**config.mk**
```make
export PLATFORM = sky130hd
export DESIGN_NAME = param_accum_cpu
export DESIGN_NICKNAME = d
export VERILOG_FILES = /design/src/rtl/cpu_pkg.sv /design/src/rtl/cpu_alu.sv /design/src/rtl/param_accum_cpu.sv
export SDC_FILE = /design/constraint.sdc
export NUM_CORES = 1
export LEC_CHECK = 0
export BUFFER_PORTS_ARGS = -buffer_cell sky130_fd_sc_hd__buf_4
export CAP_MARGIN = 20
export CORE_MARGIN = 5
export CORE_UTILIZATION = 60
export DETAILED_ROUTE_END_ITERATION = 6
export PLACE_DENSITY = 0.78
export SLEW_MARGIN = 30
export SYNTH_ARGS = -nofsm -noshare
export SYNTH_HDL_FRONTEND = slang
export SYNTH_SLANG_ARGS = --single-unit
```
**constraint.sdc**
```tcl
create_clock -name clk -period 4.68 [get_ports clk]
set_clock_uncertainty 0.15 [all_clocks]
set_input_delay 0.936 -clock clk [delete_from_list [all_inputs] [get_ports clk]]
set_output_delay 0.936 -clock clk [all_outputs]
set_load 0.005 [all_outputs]
```
**src/rtl/cpu_pkg.sv**
```systemverilog
// Shared types for the parametrised accumulator CPU: opcodes, FSM states, ALU result.
package cpu_pkg;

  // Widest data path the ALU result struct can carry; DW must not exceed this.
  localparam int DW_MAX = 32;

  typedef enum logic [3:0] {
    OP_ADD  = 4'h0, OP_SUB  = 4'h1, OP_XCHG = 4'h2, OP_LDA = 4'h3,
    OP_RCR  = 4'h4, OP_IN   = 4'h5, OP_OUT  = 4'h6, OP_AND = 4'h7,
    OP_TEST = 4'h8, OP_OR   = 4'h9, OP_XOR  = 4'hA, OP_PUSH = 4'hB,
    OP_POP  = 4'hC, OP_JZ   = 4'hD, OP_STA  = 4'hE, OP_HLT = 4'hF
  } opcode_e;

  typedef enum logic [2:0] {
    IDLE, FETCH, EXEC, WAIT_IN, WAIT_OUT, HALT, FAULT
  } state_e;

  typedef struct packed {
    logic [DW_MAX-1:0] result;
    logic              c;
    logic              z;
    logic              s;
  } alu_res_t;

endpackage

```
**src/rtl/cpu_alu.sv**
```systemverilog
// Combinational ALU: arithmetic/logic result plus carry, zero and sign for the current opcode.
module cpu_alu
  import cpu_pkg::*;
#(
  parameter int DW = 8
) (
  input  opcode_e       op,
  input  logic [DW-1:0] a,
  input  logic [DW-1:0] b,
  input  logic          c_in,
  output alu_res_t      res
);

  logic [DW:0]   sum;
  logic [DW-1:0] r;

  always_comb begin
    sum = {1'b0, a} + {1'b0, b};
    r   = '0;
    res = '0;
    case (op)
      OP_ADD:          begin r = sum[DW-1:0];        res.c = sum[DW]; end
      OP_SUB:          begin r = a - b;              res.c = (a < b); end
      OP_AND, OP_TEST: r = a & b;
      OP_XOR:          r = a ^ b;
      // rotate B right through carry
      OP_RCR:          begin r = {c_in, b[DW-1:1]};  res.c = b[0];    end
      default:         r = '0;
    endcase
    res.result = DW_MAX'(r);
    res.z      = (r == '0);
    res.s      = r[DW-1];
  end

endmodule

```
**src/rtl/param_accum_cpu.sv**
```systemverilog
// Accumulator CPU top: load port, run/halt FSM, program/data/stack memories and I/O handshakes.
module param_accum_cpu
  import cpu_pkg::*;
#(
  parameter int DW = 8,
  parameter int AW = 4,
  parameter int SW = 4
) (
  input  logic          clk,
  input  logic          reset,
  input  logic          load_en,
  input  logic [3+AW:0] load_prog,
  input  logic [DW-1:0] load_data,
  input  logic          start,
  input  logic [DW-1:0] in_data,
  input  logic          in_valid,
  output logic          in_ready,
  output logic [DW-1:0] out_data,
  output logic          out_valid,
  input  logic          out_ready,
  output logic [AW-1:0] pc,
  output logic          halted,
  output logic          fault,
  output logic          s_flag,
  output logic          z_flag,
  output logic          c_flag
);

  localparam logic [AW-1:0] PC_MAX   = {AW{1'b1}};
  localparam logic [SW:0]   SP_EMPTY = {1'b1, {SW{1'b0}}};

  state_e          state, state_nx;
  logic [3+AW:0]   ir;
  opcode_e         opc;
  logic [AW-1:0]   opnd;
  logic [DW-1:0]   reg_a, reg_b, alu_b, dmem_rd;
  logic [AW-1:0]   load_ptr;
  logic [SW:0]     sp;
  logic            stk_fault, retire, jump;
  alu_res_t        alu_r;
  logic            unused_alu_hi;

  logic [3+AW:0]   prog  [2**AW];
  logic [DW-1:0]   dmem  [2**AW];
  logic [DW-1:0]   stack [2**SW];

  assign opc     = opcode_e'(ir[3+AW:AW]);
  assign opnd    = ir[AW-1:0];
  assign dmem_rd = dmem[opnd];
  assign alu_b   = (opc == OP_XOR) ? dmem_rd : reg_b;
  assign unused_alu_hi = ^alu_r.result;

  cpu_alu #(.DW(DW)) u_alu (
    .op   (opc),
    .a    (reg_a),
    .b    (alu_b),
    .c_in (c_flag),
    .res  (alu_r)
  );

  // A faulting stack op leaves every architectural register untouched.
  assign stk_fault = (opc == OP_PUSH && sp == '0) || (opc == OP_POP && sp == SP_EMPTY);
  assign jump      = (state == EXEC) && (opc == OP_JZ) && z_flag;

  always_comb begin
    retire = 1'b0;
    case (state)
      EXEC:     retire = !(opc inside {OP_IN, OP_OUT, OP_HLT}) && !stk_fault;
      WAIT_IN:  retire = in_valid;
      WAIT_OUT: retire = out_ready;
      default:  retire = 1'b0;
    endcase
  end

  always_ff @(posedge clk or negedge reset) begin
    if (!reset) state <= IDLE;
    else        state <= state_nx;
  end

  always_comb begin
    state_nx = state;
    case (state)
      IDLE:  if (start && !load_en) state_nx = FETCH;
      FETCH: state_nx = EXEC;
      EXEC: begin
        if (stk_fault)             state_nx = FAULT;
        else if (opc == OP_IN)     state_nx = WAIT_IN;
        else if (opc == OP_OUT)    state_nx = WAIT_OUT;
        else if (opc == OP_HLT)    state_nx = HALT;
      end
      default: ;
    endcase
    // falling off the last program word halts instead of wrapping
    if (retire) state_nx = (jump || pc != PC_MAX) ? FETCH : HALT;
  end

  always_comb begin
    in_ready  = (state == WAIT_IN);
    out_valid = (state == WAIT_OUT);
    halted    = (state == HALT);
    fault     = (state == FAULT);
  end

  always_ff @(posedge clk or negedge reset) begin
    if (!reset) begin
      pc       <= '0;
      load_ptr <= '0;
      ir       <= '0;
      reg_a    <= '0;
      reg_b    <= '0;
      sp       <= SP_EMPTY;
      out_data <= '0;
      c_flag   <= 1'b0;
      z_flag   <= 1'b0;
      s_flag   <= 1'b0;
    end else begin
      case (state)
        IDLE: begin
          if (load_en) begin
            if (load_ptr != PC_MAX) load_ptr <= load_ptr + 1'b1;
          end else if (start) begin
            pc <= '0;
          end
        end
        FETCH: ir <= prog[pc];
        EXEC: if (!stk_fault) begin
          case (opc)
            OP_ADD, OP_SUB, OP_AND: begin
              reg_a <= alu_r.result[DW-1:0];
              {c_flag, z_flag, s_flag} <= {alu_r.c, alu_r.z, alu_r.s};
            end
            OP_TEST: {c_flag, z_flag, s_flag} <= {alu_r.c, alu_r.z, alu_r.s};
            OP_XOR: begin
              reg_a <= alu_r.result[DW-1:0];
              {z_flag, s_flag} <= {alu_r.z, alu_r.s};
            end
            OP_XCHG: begin reg_a <= reg_b; reg_b <= reg_a; end
            OP_LDA: begin
              reg_a  <= dmem_rd;
              z_flag <= (dmem_rd == '0);
              s_flag <= dmem_rd[DW-1];
            end
            OP_RCR: begin reg_b <= alu_r.result[DW-1:0]; c_flag <= alu_r.c; end
            OP_OR:  reg_b <= reg_b | dmem_rd;
            OP_OUT: out_data <= reg_a;
            OP_PUSH: sp <= sp - 1'b1;
            OP_POP: begin reg_b <= stack[sp[SW-1:0]]; sp <= sp + 1'b1; end
            default: ;
          endcase
        end
        WAIT_IN: if (in_valid) begin
          reg_a  <= in_data;
          z_flag <= (in_data == '0);
          s_flag <= in_data[DW-1];
        end
        default: ;
      endcase
      if (retire) pc <= jump ? opnd : ((pc != PC_MAX) ? pc + 1'b1 : pc);
    end
  end

  always_ff @(posedge clk) begin
    if (state == IDLE && load_en) begin
      prog[load_ptr] <= load_prog;
      dmem[load_ptr] <= load_data;
    end else if (state == EXEC && opc == OP_STA) begin
      dmem[opnd] <= reg_a;
    end
  end

  always_ff @(posedge clk) begin
    if (state == EXEC && opc == OP_PUSH && !stk_fault) stack[SW'(sp - 1'b1)] <= reg_b;
  end

endmodule

```
==> results.json <==
{
  "die-area_um2": 35810,
  "endpoint_kind": "register",
  "yosysSeqAreaShare_pct": 66.46,
  "viasPerCell": 6.552,
  "dp_hpwl_um": 29430,
  "drive_gt1_share_pct": 20.08,
  "cts_hold_buffers": 0,
  "synthDistinctLibCells": 80,
  "cts_buffers": 43,
  "worstSetupStartpointType": "register",
  "io_pins": 49,
  "antenna_found_initial": 0,
  "coreArea_um2": 31640,
  "hold_path_class": "in2async",
  "synth_area_um2": 19270,
  "regToRegEndpoint": "z_flag",
  "setup-violations-final": 0,
  "grt_pass1_vias": 11051,
  "post_cts_resized": 0,
  "num_vias": 11152,
  "insertion_delay_ns": 0.55,
  "cp.required_ns": 5.00,
  "ir_worst_vdd_mv": 0.4197,
  "drtAntennaViolNets": 0,
  "syn-num-nets": 1272,
  "yosys.area.top_type_share_pct": 59.83,
  "grt_max_degree": 52,
  "slew_headroom_pct": 34.55,
  "crit_arrival_ns": 4.71,
  "ys_async_sr_fraction_pct": 11.72,
  "clock_sinks": 435,
  "reg2reg_setup_slack_ns": 0.28,
  "netlist_instances": 1210,
  "tightest_slew_ns": 0.9765,
  "critPathMaxFanout": 21,
  "postSynth.topFlopCell": "edfxtp_1",
  "wl_um": 44080,
  "timing.fmax_mhz": 227.4,
  "gp_congestion": 0.9464,
  "rsz0062_at_grt": "no",
  "synth_edf_count": 384,
  "io_buffers": 48,
  "p_leak_nw": 6.695,
  "track_usage_pct": 24.67,
  "cap_violations": 0,
  "row_count": 65,
  "ff2ff_path_depth": 13,
  "fillerInstances": 2086,
  "tritoncts": "built",
  "remaining_drc_errors": 0,
  "syn_area_per_cell_um2": 15.93,
  "cts_max_level": 2,
  "post_cts_buffers": 0,
  "dr.pass1.iters": 5,
  "die_h_um": 189.2,
  "routedWlPerCell_um": 25.90,
  "yosysTopAreaCell": "edfxtp_1",
  "stdcell_count": 1702,
  "cts-root-buf": "clkbuf_16",
  "period_share_pct": 93.96,
  "cts_buffer_depth": 3,
  "yosysWarnings": 0,
  "grt_overflow": 0,
  "setup-tns-final_ns": 0,
  "die_w_um": 189.2,
  "hold_violations": 0,
  "netlist_top_cells_area": "edfxtp_1 (60%), mux4_2 (9.5%), dfrtp_1 (6.5%)",
  "final_nets": 1329,
  "area.growth.synth_to_final_pct": 11.11,
  "final_max_slew_viol_count": 0,
  "critPathLaunch": "ir[0]",
  "clk_pin_slew_ns": 0.07,
  "initial_core_util_pct": 60.92,
  "grt_pass1_wl_um": 66900,
  "placed_cells": 1624,
  "criticalPathCategory": "reg2reg",
  "hold-worst-slack_ns": 0.2722,
  "fin_crit_ns": 4.397,
  "run_status": "complete, no violations",
  "drt_iter0_drc": 1268,
  "n_antenna_cell": 0,
  "regToRegStartpoint": "ir[0]",
  "ys_ff_latch": 435,
  "power_density_nw_per_um2": 353.1
}
==> layout by cell type (no fill, tap or decap), drive strengths merged, types with 5 or more instances in the layout <==
cell	count
a22oi	13
a221oi	11
inv	31
nand2	88
nand4	5
o21a	6
a21oi	50
ha	30
xnor2	5
clkinv	14
a211oi	7
o221ai	22
edfxtp	384
nor3	20
nand2b	16
nor2b	13
clkbuf	58
nor4	5
mux2	20
nor2	81
a22o	8
buf	78
a222oi	5
nand3	11
mux4	91
o22ai	7
o21ai	47
and2	5
mux2i	35
dfrtp	50
and3	6
==> where the power goes <==
part | internal [mW] | switching, mW | leakage [nW]
registers | 4.20 | 0.00294 | 3.86
logic | 0.0245 | 0.0527 | 2.18
clock network | 1.86 | 1.42 | 0.649
==> how the worst max path moves through the flow <==
stage	end	slack, ns	cells after the start
CTS	z_flag	0.36	13
detailed placement	z_flag	0.39	13
global placement	z_flag	0.48	13
finish	z_flag	0.28	13
floorplan	z_flag	0.63	15
global route	z_flag	0.04	13
==> stage by stage <==
stage,utilization (%),cell area (um2),worst slack [ns],power (mW)
3_5_place_dp,63.45,20070,0.3936,4.367
5_1_grt,67.69,21410,0.03592,7.783
6_report,67.69,21410,0.2826,7.562
4_1_cts,67.66,21410,0.3615,7.596
2_1_floorplan,-,19270,0.6346,4.309
3_3_place_gp,63.43,20070,0.4809,4.364
==> state kept, by name, indices dropped and copies added, names as in the netlist <==
signal,count
c_flag,1
dmem,128
ir,8
load_ptr,4
out_data,8
pc,4
prog,128
reg_a,8
reg_b,8
s_flag,1
sp,5
stack,128
state,3
z_flag,1
==> critical path, stage by stage (launching register included) <==
cell and delay (ns):
dfrtp_2 0.48, buf_12 0.23, mux4_2 0.51, a22oi_1 0.30, a21oi_1 0.13, a21oi_1 0.28
ha_1 0.33, nand2b_1 0.19, a211oi_1 0.44, o31ai_1 0.14, a221oi_1 0.29, o21ai_0 0.14
or4_1 0.54, o22ai_1 0.15
==> Yosys cell counts (all sizes together) (4+ instances only) <==
cell and n:
and2 5, nor4b 4, o2bb2ai 4, o21a 6
a22o 8, nor3b 4, a22oi 13, clkbuf 24
a21oi 50, dfrtp 50, a31oi 4, nand2 88
ha 30, mux2i 35, nor4 5, buf 42
inv 27, o221ai 22, o21ai 47, nand4 5
a222oi 5, o31ai 4, a221oi 11, edfxtp 384
nor3 20, mux4 91, xnor2 5, mux2 20
o22ai 7, nor2b 13, nand3 11, nor2 81
and3 6, nand2b 16, a211oi 7
==> area by class of cell <==
| class | count | area, um2 | share of cell area (%) |
|---|---|---|---|
| clock buffer | 58 | 1152 | 5.381 |
| clock inverter | 20 | 180.2 | 0.8414 |
| inverter | 28 | 105.1 | 0.4908 |
| multi-input combinational | 681 | 6061 | 28.30 |
| sequential | 435 | 12810 | 59.84 |
| tap | 402 | 503.0 | 2.349 |
| timing repair buffer | 78 | 598.1 | 2.793 |
==> logic make-up after synthesis <==
group                    count (synthesis)  synth area share, %
XOR/XNOR                                 6               0.2727
flip-flops                             435                66.46
buffers and inverters                   94                2.331
multiplexers                           146                13.81
adder cells (fa/ha/maj)                 32                2.155
AO/OA/AOI/OAI                          221                8.056
AND/OR/NAND/NOR                        276                6.914
==> layer usage <==
layer	GRT usage [%]	wire length (um)	vias up
met4	6.566	1061	0
li1	-	-	4946
met1	34.21	17760	5706
met2	42.03	22680	433
met3	3.355	2582	67
met5	0	0	-
Power figures use the tool's default switching activity.
